--- src/rtl/apb_pkg.sv ---
// Shared types and constants for the byte-wide memory target behind the APB slave.
// Everything here is used by the target, its read pipe and the bus interface.
package apb_pkg;

    localparam int ADDR_W = 8;
    localparam int DATA_W = 8;

    // Data returned for reads that fall outside the populated array.
    localparam logic [DATA_W-1:0] RD_OOR_VAL = 8'hFF;

    typedef enum logic {
        INIT,
        READY
    } mem_state_e;

endpackage

--- src/rtl/apb_mem_target_if.sv ---
// Memory-port bundle between the APB slave (master side) and the memory target (slave side).
interface apb_mem_target_if;
    import apb_pkg::*;

    logic              ce;
    logic              wren;
    logic              rden;
    logic [ADDR_W-1:0] addr;
    logic [DATA_W-1:0] wdata;
    logic [DATA_W-1:0] rdata;
    logic              rvalid;
    logic              err;
    logic              init_busy;

    modport master (
        output ce, wren, rden, addr, wdata,
        input  rdata, rvalid, err, init_busy
    );

    modport slave (
        input  ce, wren, rden, addr, wdata,
        output rdata, rvalid, err, init_busy
    );

endinterface

--- src/rtl/apb_mem_target_rd_pipe.sv ---
// Fixed-latency read-return pipe: RD_LATENCY stages of {valid, data}; the last data
// stage only loads on a valid result, so rdata holds between reads.
module mem_rd_pipe
    import apb_pkg::*;
#(
    parameter int unsigned RD_LATENCY = 2
) (
    input  logic              clk,
    input  logic              reset,
    input  logic              in_valid,
    input  logic [DATA_W-1:0] in_data,
    output logic              rvalid,
    output logic [DATA_W-1:0] rdata
);

    logic [RD_LATENCY-1:0] valid_q;
    logic [RD_LATENCY-1:0] valid_d;
    logic [RD_LATENCY-1:0] stage_valid_in;
    logic [DATA_W-1:0]     data_q         [RD_LATENCY];
    logic [DATA_W-1:0]     data_d         [RD_LATENCY];
    logic [DATA_W-1:0]     stage_data_in  [RD_LATENCY];

    genvar gi;
    generate
        for (gi = 0; gi < RD_LATENCY; gi++) begin : g_stage
            if (gi == 0) begin : g_head
                assign stage_valid_in[gi] = in_valid;
                assign stage_data_in[gi]  = in_data;
            end else begin : g_link
                assign stage_valid_in[gi] = valid_q[gi-1];
                assign stage_data_in[gi]  = data_q[gi-1];
            end
        end
    endgenerate

    always_comb begin
        valid_d = stage_valid_in;
        for (int i = 0; i < RD_LATENCY; i++) begin
            data_d[i] = stage_data_in[i];
        end
        // Output stage doubles as the held rdata register.
        if (!stage_valid_in[RD_LATENCY-1]) begin
            data_d[RD_LATENCY-1] = data_q[RD_LATENCY-1];
        end
    end

    always_ff @(posedge clk or posedge reset) begin
        if (reset) begin
            valid_q <= '0;
            for (int i = 0; i < RD_LATENCY; i++) begin
                data_q[i] <= '0;
            end
        end else begin
            valid_q <= valid_d;
            for (int i = 0; i < RD_LATENCY; i++) begin
                data_q[i] <= data_d[i];
            end
        end
    end

    assign rvalid = valid_q[RD_LATENCY-1];
    assign rdata  = data_q[RD_LATENCY-1];

endmodule

--- src/rtl/apb_mem_target.sv ---
// Byte-wide memory target: self-initialising array, strobe decode with error flagging,
// and a fixed-latency read return through mem_rd_pipe.
module apb_mem_target
    import apb_pkg::*;
#(
    parameter int unsigned       DEPTH      = 256,
    parameter int unsigned       RD_LATENCY = 2,
    parameter logic [DATA_W-1:0] INIT_VAL   = 8'h00
) (
    input  logic            clk,
    input  logic            reset,
    apb_mem_target_if.slave bus
);

    localparam int unsigned       IDX_W    = $clog2(DEPTH);
    localparam logic [ADDR_W:0]   DEPTH_W  = (ADDR_W+1)'(DEPTH);
    localparam logic [ADDR_W-1:0] LAST_IDX = ADDR_W'(DEPTH - 1);

    mem_state_e        state_q, state_d;
    logic [ADDR_W-1:0] cnt_q, cnt_d;
    logic              err_q, err_d;
    logic              rd_valid_q, rd_valid_d;
    logic              rd_oor_q, rd_oor_d;
    logic [DATA_W-1:0] rd_data_q;
    logic [DATA_W-1:0] pipe_in_data;

    logic [DATA_W-1:0] mem [DEPTH];
    logic              mem_we;
    logic [IDX_W-1:0]  mem_waddr;
    logic [DATA_W-1:0] mem_wdata;

    logic access;
    logic addr_oor;

    assign access   = bus.ce & (bus.wren | bus.rden);
    assign addr_oor = {1'b0, bus.addr} >= DEPTH_W;

    always_comb begin
        state_d    = state_q;
        cnt_d      = cnt_q;
        err_d      = 1'b0;
        rd_valid_d = 1'b0;
        rd_oor_d   = 1'b0;
        mem_we     = 1'b0;
        mem_waddr  = cnt_q[IDX_W-1:0];
        mem_wdata  = INIT_VAL;

        case (state_q)
            INIT: begin
                mem_we = 1'b1;
                cnt_d  = cnt_q + 1'b1;
                err_d  = access;
                if (cnt_q == LAST_IDX) begin
                    state_d = READY;
                    cnt_d   = '0;
                end
            end
            READY: begin
                if (bus.ce) begin
                    if (bus.wren && bus.rden) begin
                        err_d = 1'b1;
                    end else if (bus.wren) begin
                        err_d     = addr_oor;
                        mem_we    = !addr_oor;
                        mem_waddr = bus.addr[IDX_W-1:0];
                        mem_wdata = bus.wdata;
                    end else if (bus.rden) begin
                        // Out-of-range reads still return a result, substituted after the array.
                        err_d      = addr_oor;
                        rd_valid_d = 1'b1;
                        rd_oor_d   = addr_oor;
                    end
                end
            end
            default: state_d = INIT;
        endcase
    end

    always_ff @(posedge clk or posedge reset) begin
        if (reset) begin
            state_q    <= INIT;
            cnt_q      <= '0;
            err_q      <= 1'b0;
            rd_valid_q <= 1'b0;
            rd_oor_q   <= 1'b0;
        end else begin
            state_q    <= state_d;
            cnt_q      <= cnt_d;
            err_q      <= err_d;
            rd_valid_q <= rd_valid_d;
            rd_oor_q   <= rd_oor_d;
        end
    end

    // Array with registered read; a read and a write never share an edge.
    always_ff @(posedge clk) begin
        if (mem_we) begin
            mem[mem_waddr] <= mem_wdata;
        end
        if (rd_valid_d) begin
            rd_data_q <= mem[bus.addr[IDX_W-1:0]];
        end
    end

    assign pipe_in_data = rd_oor_q ? RD_OOR_VAL : rd_data_q;

    mem_rd_pipe #(
        .RD_LATENCY(RD_LATENCY)
    ) u_rd_pipe (
        .clk     (clk),
        .reset   (reset),
        .in_valid(rd_valid_q),
        .in_data (pipe_in_data),
        .rvalid  (bus.rvalid),
        .rdata   (bus.rdata)
    );

    assign bus.err       = err_q;
    assign bus.init_busy = (state_q == INIT);

endmodule

--- src/flat_wrapper.sv ---
// flat-port wrapper written by rule: the top's interface ports become plain ports
module apb_mem_target_flat import apb_pkg::*;
#(
    parameter int unsigned       DEPTH      = 256,
    parameter int unsigned       RD_LATENCY = 2,
    parameter logic [DATA_W-1:0] INIT_VAL   = 8'h00
)
  (clk, reset, bus_ce, bus_wren, bus_rden, bus_addr, bus_wdata, bus_rdata, bus_rvalid, bus_err, bus_init_busy);
  apb_mem_target_if bus_i ();
  input  logic clk;
  input  logic reset;
  input wire logic [$bits(bus_i.ce)-1:0] bus_ce;
  input wire logic [$bits(bus_i.wren)-1:0] bus_wren;
  input wire logic [$bits(bus_i.rden)-1:0] bus_rden;
  input wire logic [$bits(bus_i.addr)-1:0] bus_addr;
  input wire logic [$bits(bus_i.wdata)-1:0] bus_wdata;
  output wire logic [$bits(bus_i.rdata)-1:0] bus_rdata;
  output wire logic [$bits(bus_i.rvalid)-1:0] bus_rvalid;
  output wire logic [$bits(bus_i.err)-1:0] bus_err;
  output wire logic [$bits(bus_i.init_busy)-1:0] bus_init_busy;
  assign bus_i.ce = bus_ce;
  assign bus_i.wren = bus_wren;
  assign bus_i.rden = bus_rden;
  assign bus_i.addr = bus_addr;
  assign bus_i.wdata = bus_wdata;
  assign bus_rdata = bus_i.rdata;
  assign bus_rvalid = bus_i.rvalid;
  assign bus_err = bus_i.err;
  assign bus_init_busy = bus_i.init_busy;
  apb_mem_target #(.DEPTH(DEPTH), .RD_LATENCY(RD_LATENCY), .INIT_VAL(INIT_VAL)) u_core (.clk(clk), .reset(reset), .bus(bus_i));
endmodule
--- config.mk ---
export PLATFORM = sky130hd
export DESIGN_NAME = apb_mem_target_flat
export DESIGN_NICKNAME = d
export VERILOG_FILES = /design/src/rtl/apb_pkg.sv /design/src/rtl/apb_mem_target_if.sv /design/src/rtl/apb_mem_target_rd_pipe.sv /design/src/rtl/apb_mem_target.sv /design/src/flat_wrapper.sv
export SDC_FILE = /design/constraint.sdc
export NUM_CORES = 2
export LEC_CHECK = 0
export CAP_MARGIN = 10
export CORE_MARGIN = 3
export CORE_UTILIZATION = 57
export DETAILED_ROUTE_END_ITERATION = 10
export DONT_BUFFER_PORTS = 1
export GPL_ROUTABILITY_DRIVEN = 0
export GPL_TIMING_DRIVEN = 0
export PLACE_DENSITY = 0.74
export SYNTH_ARGS = -nofsm -noshare
export SYNTH_HDL_FRONTEND = slang
export SYNTH_HIERARCHICAL = 1
export SYNTH_SLANG_ARGS = --single-unit
--- constraint.sdc ---
create_clock -name clk -period 5.2 [get_ports clk]
set_input_delay 1.04 -clock clk [delete_from_list [all_inputs] [get_ports clk]]
set_output_delay 1.04 -clock clk [all_outputs]
set_load 0.01 [all_outputs]
* Yosys cells after proc, flatten, opt, wreduce, memory -nomap -nowiden
Memories as Yosys holds them, arrays and structs flattened. A register that Yosys moved wholly into a read port is not among the register bits.
Cells that the tools add are included.
** Operators by class
- Bitwise gates (word level) :: 3
- Muxes and demuxes :: 25
- Add/subtract/negate cells :: 1
- Reduce and logical (&&, ||, !) cells :: 1
- Equal/unequal tests :: 1
** Operator list (count)
- 8-bit 2-to-1 mux :: 9
- 1-bit 2-to-1 mux :: 14
- 8-bit by 1-bit adder with 8-bit output (second input constant) :: 1
- 8-bit equality test (second input constant) :: 1
- 1-bit one-hot mux with 2 select lines :: 2
- 1-bit bitwise AND :: 1
- 1-bit logical AND :: 1
- 1-bit NOT :: 1
- 1-bit OR :: 1
** Storage, ports and cells
- Bits of input ports :: 21
- Output and inout bits :: 11
- Memories :: 1
- Register bits after elaboration :: 29
- RAM bits :: 2048
- Logic and storage cells :: 39
** Memory list
- u_core.mem :: words 256, bits a word 8, read ports 1, clocked after Yosys merged registers in 1, write ports 1, line apb_mem_target.sv:27 : logic [DATA_W-1:0] mem [DEPTH];

* Longest topological paths before layout
- Depth in word-level cells :: 6
- Depth in mapped cells :: 11

* Cells and area by module
Netlist, hierarchy kept.
** By module, submodules not included
- apb_mem_target :: instances 1, sequential area each 62014.5 um^2, area an instance 80573.5 um^2, cells each 3842
- mem_rd_pipe :: instances 1, sequential area each 450.4 um^2, area an instance 645.6 um^2, cells each 36

* Least setup slack after synthesis
OpenSTA, ideal clock, no wires.
- Path type :: input to register
- Start :: in bus_wren
- End :: mem u_core.mem[0][0] (data pin)
- Slack :: -0.619 ns
- Data arrival time :: 4.950 ns
- Stages on the path :: 4
- Setup time :: 0.869 ns
- Data required time :: 4.331 ns
- Cells stage by stage :: nand2_1 > nor3_4 > clkbuf_1 > and2_1
** Between the ends
- Cells in the longest elaborated chain, start to end :: 4
- Elaborated cells between the ends (all ways) :: 5
- Classes of those cells :: mux: 4; reduce/logical: 1
** Ends and longest elaborated chain
- start: declaration :: line flat_wrapper.sv:13 : input wire logic [$bits(bus_i.wren)-1:0] bus_wren;
- 8-bit 2-to-1 mux or 1-bit logical AND (tied branches) :: line apb_mem_target.sv:62, apb_mem_target.sv:60
- 8-bit 2-to-1 mux * :: line apb_mem_target.sv:60 : if (bus.wren && bus.rden) begin
- 8-bit 2-to-1 mux * :: line apb_mem_target.sv:59 : if (bus.ce) begin
- 8-bit 2-to-1 mux * :: line apb_mem_target.sv:48 : case (state_q)
- via u_core.mem_wdata[0] :: line apb_mem_target.sv:30 : logic [DATA_W-1:0] mem_wdata;
- end: declaration :: line apb_mem_target.sv:27
Mark *: on every way through the listed nets, which the timed path passes. The rest lies on a longest branch.

* Worst setup path after layout
- Start :: in bus_addr[2]
- End :: mem u_core.mem[38][2] (enable)
** Between the ends
- Cells in the longest elaborated chain, start to end :: 4
** Ends and longest elaborated chain
- start: declaration :: line flat_wrapper.sv:15 : input wire logic [$bits(bus_i.addr)-1:0] bus_addr;
- 8-bit 2-to-1 mux :: line apb_mem_target.sv:62 : end else if (bus.wren) begin
- 8-bit 2-to-1 mux :: line apb_mem_target.sv:60
- 8-bit 2-to-1 mux :: line apb_mem_target.sv:59
- 8-bit 2-to-1 mux :: line apb_mem_target.sv:48
Every way passes these cells.

==> results.md <==
- Outcome: complete, but fails checks
- Failing checks: DRC, capacitance limit, slew limit, setup timing
- Port bufs: 0
- Slew margin rel.: -0.0236
- TritonCTS Buffers: 196
- Maximum buffer depth of the clock tree: 3
- Bufs and invs on worst path: 3
- Die X-Extent: 383 µm
- Residual DRC count: 14
- Unrepaired setup endpoints after global routing: false
- Share of cells above drive strength 1: 0.216
- Grt peak-use layer: met2
- Max IR drop VDD: 0.000279 V
- # rows: 137
- Setup Fix Bufs, Post-CTS: 0
- Clk pwr share: 0.413
- First-pass GRT wire length: 333,000 µm
- Synth Instances: 3,878
- GRT met1 Usage: 0.438
- Global-route usage over all layers: 0.332
- IO Count: 32
- Setup ws final: -0.0969 ns
- Worst path top cell family by delay: simple AND/OR/NAND/NOR gates
- Post_cts resized: 0
- Post-DP HPWL: 159,000 µm
- #FFs+latches synth: 2,085
- Comb power frac: 0.035
- Met3 Use GR: 0.111
- Prevailing post-synth register cell: edfxtp_1
- Total number of yosys warnings: 6
- Max Cap Viol: 2
- CP peak stage delay: 0.95 ns
- Clock Skews: 0.0396 ns
- CP cell instances: buf_2 -> nor2b_1 -> clkbuf_1 -> nand2_1 -> nand2_1 -> nand3_1 -> clkbuf_2 -> nor2_1
- Sw Ratio: 0.212
- HP Class: input port to async pin
- Worst setup SP type: input port
- Vias per inst: 7.22
- Final period util: 1.02
- Grt ovf: 0
- Grt met2 use: 0.486
- Switch Pwr: 0.00697 W
- Latest clock arrival within the worst-skew pair: 0.84 ns
- Largest net degree at the start of global routing: 97
- CTS root buf: clkbuf_16
- F_max: 189 MHz
- Post-Syn Nets: 3,900
- Synth cell types: 67
- Slowest-stage cell, CP: clkbuf_1
- Die area: 147,000 µm²
- FF-to-FF path depth: 9
- RR Startpoint: u_core/state_q
- Clock period minus worst slack: 5.30 ns
- Via count: 44,400
- Cells after DPL: 5,785
- Sequential area share after synthesis: 0.769
- CTS tree: yes
- Core area: 141,000 µm²
- Die H: 383 µm
- R2r setup slk: 0.05 ns
- Finished Layout Cells: 6,149
- WP data required: 5.63 ns
- Critical path peak fanout: 10
- Vias in the first global route: 42,700
- Sequential power share: 0.552
- Nets: 4,133
- Initial Utilization: 0.578
- Mapped cell area: 81,200 µm²
- Arrival time of the worst setup path: 5.73 ns
- CP dominant cell by count: nand2_1
- Setup CP Type: input port to register
- Setup TNS: -4.36 ns
- Total power: 0.0329 W
- Worst-path clk slew: 0.06 ns
- Crit end category: register
- H-tree levels: 4
- Least-Margin Pin Slew: 1.52 ns
- Max Slew Vio Count: 5
- Lkg Pwr: 31.3 nW
- Async S/R FF share, synth: 0.0139
- Routed WL: 243,000 µm
- Drt first pass iters: 11
- Initial antenna violation count: 7
- Post-synth EDFFs: 2,056
- Pint: 0.0260 W
- Drt wl/cell: 39.5 µm
- R2R Path End: u_core/mem[38][2]
- Final Hold Vio Count: 0
- Pwr Density: 364 nW/µm²
- DR iter-0 viols: 9,021
- Cts hold-fix bufs: 0
- Avg Inst Size Synth: 20.9 µm²
- Final Setup Violations: 92
- Area added between synthesis and finish: 11.4%
- CTS sink cnt: 2,085
- Routed Antenna Nets: 0
[cells in the mapped netlist (all sizes together), types with 3 or more instances]
library cell / n / area (µm²)
a211oi: 36 / 270
a21boi: 3 / 22.5
a21o: 3 / 22.5
a21oi: 39 / 195
a221oi: 21 / 190
a22o: 32 / 280
a22oi: 161 / 1210
a31oi: 6 / 37.5
and2: 15 / 93.8
buf: 134 / 1290
clkbuf: 106 / 398
dfrtp: 29 / 726
edfxtp: 2056 / 61700
inv: 4 / 15.0
mux2: 13 / 176
mux2i: 153 / 1530
mux4: 442 / 9950
nand2: 128 / 480
nand2b: 10 / 62.6
nand3: 39 / 195
nand3b: 8 / 60.1
nand4: 4 / 25.0
nand4b: 3 / 26.3
nor2: 271 / 1020
nor2b: 14 / 87.6
nor3: 7 / 46.3
nor4: 12 / 75.1
o211ai: 5 / 37.5
o21ai: 26 / 141
o221ai: 32 / 318
o22ai: 29 / 181
o31ai: 7 / 57.6
or3: 3 / 18.8
xnor2: 3 / 26.3
[layout make-up]
cell class / count / area [µm²]
Clock inverter: 109 / 890
Antenna cell: 4 / 10.0
Timing Repair Buffer: 35 / 811
Inverter: 5 / 18.8
Sequential cell: 2085 / 62500
Multi-Input combinational cell: 1548 / 17100
Tap cell: 1876 / 2350
Buffer: 240 / 1700
Clock buffer: 247 / 5170
Fill cell: 9107 / 50100
[worst max-delay path by stage]
stage	start	end	slack (ns)	depth (start not counted)
4_1_cts	bus_addr[2]	u_core/mem[36][3]	0.28	8
3_5_place_dp	bus_addr[2]	u_core/mem[39][1]	-0.56	8
6_report	bus_addr[2]	u_core/mem[38][2]	-0.1	8
2_1_floorplan	bus_wren	u_core/mem[0][0]	1.20	4
5_1_grt	bus_addr[2]	u_core/mem[38][1]	0.11	8
3_3_place_gp	bus_wren	u_core/mem[78][1]	-1.59	4
[routing by layer]
metal | wire (µm) | part of all wire | vias up
li1 | - | - | 16600
met4 | 18100 | 0.074 | 6
met2 | 108000 | 0.44 | 4057
met5 | 120 | 0.00049 | -
met3 | 36900 | 0.15 | 904
met1 | 79700 | 0.33 | 22800
[cells by family after synthesis]
group / Yosys count / synth area share
AO/OA/AOI/OAI: 411 / 0.0377
XOR/XNOR: 4 / 0.000431
adder cells (fa/ha/maj): 2 / 0.000277
buffers and inverters: 245 / 0.0210
flip-flops: 2085 / 0.769
multiplexers: 608 / 0.144
AND/OR/NAND/NOR: 523 / 0.0279
[state kept, by name (all words and copies together), names as in the netlist]
register / count
u_core/bus.err: 1
u_core/rd_valid_q: 1
u_core/u_rd_pipe/valid_q: 2
u_core/rd_data_q: 8
u_core/cnt_q: 8
u_core/u_rd_pipe/rdata: 8
u_core/u_rd_pipe/data_q: 8
u_core/state_q: 1
u_core/mem: 2048
[per-stage QoR]
step	worst slack (ns)	hold slack (ns)	cell area, µm²	utilization
final	-0.0969	0.129	90500	0.644
after detailed placement	-0.562	0.336	84400	0.600
after floorplan	1.20	0.331	81200	-
after global placement	-1.59	0.333	83600	0.595
after CTS	0.283	0.0922	90400	0.643
after global routing	0.113	0.141	90500	0.644
[power groups by stage]
stage	sequential, W	combinational (W)	clock, W
after floorplan	0.0185	0.000612	0
after global placement	0.0185	0.00108	0
after detailed placement	0.0185	0.00109	0
after CTS	0.0182	0.00110	0.0137
after global routing	0.0182	0.00115	0.0144
final	0.0182	0.00116	0.0136
[cell usage in the layout, fill, tap and decap left out, types with 10 or more instances in the layout]
cell type	count
clkinv_2	44
nand2b_1	10
a211oi_1	36
nor4_1	10
buf_1	10
a21oi_1	39
mux2i_1	153
buf_2	44
nor2_1	270
a22oi_1	161
o21ai_0	18
clkbuf_1	145
buf_12	26
a221oi_1	20
buf_8	18
clkinv_1	39
nor2b_1	14
o221ai_1	26
clkbuf_16	199
edfxtp_1	2056
o22ai_1	29
nand2_1	128
mux4_2	442
buf_4	29
buf_6	19
a22o_1	32
nand3_1	39
buf_16	22
dfrtp_1	29
Note: power is estimated with default switching activity, not from simulation.
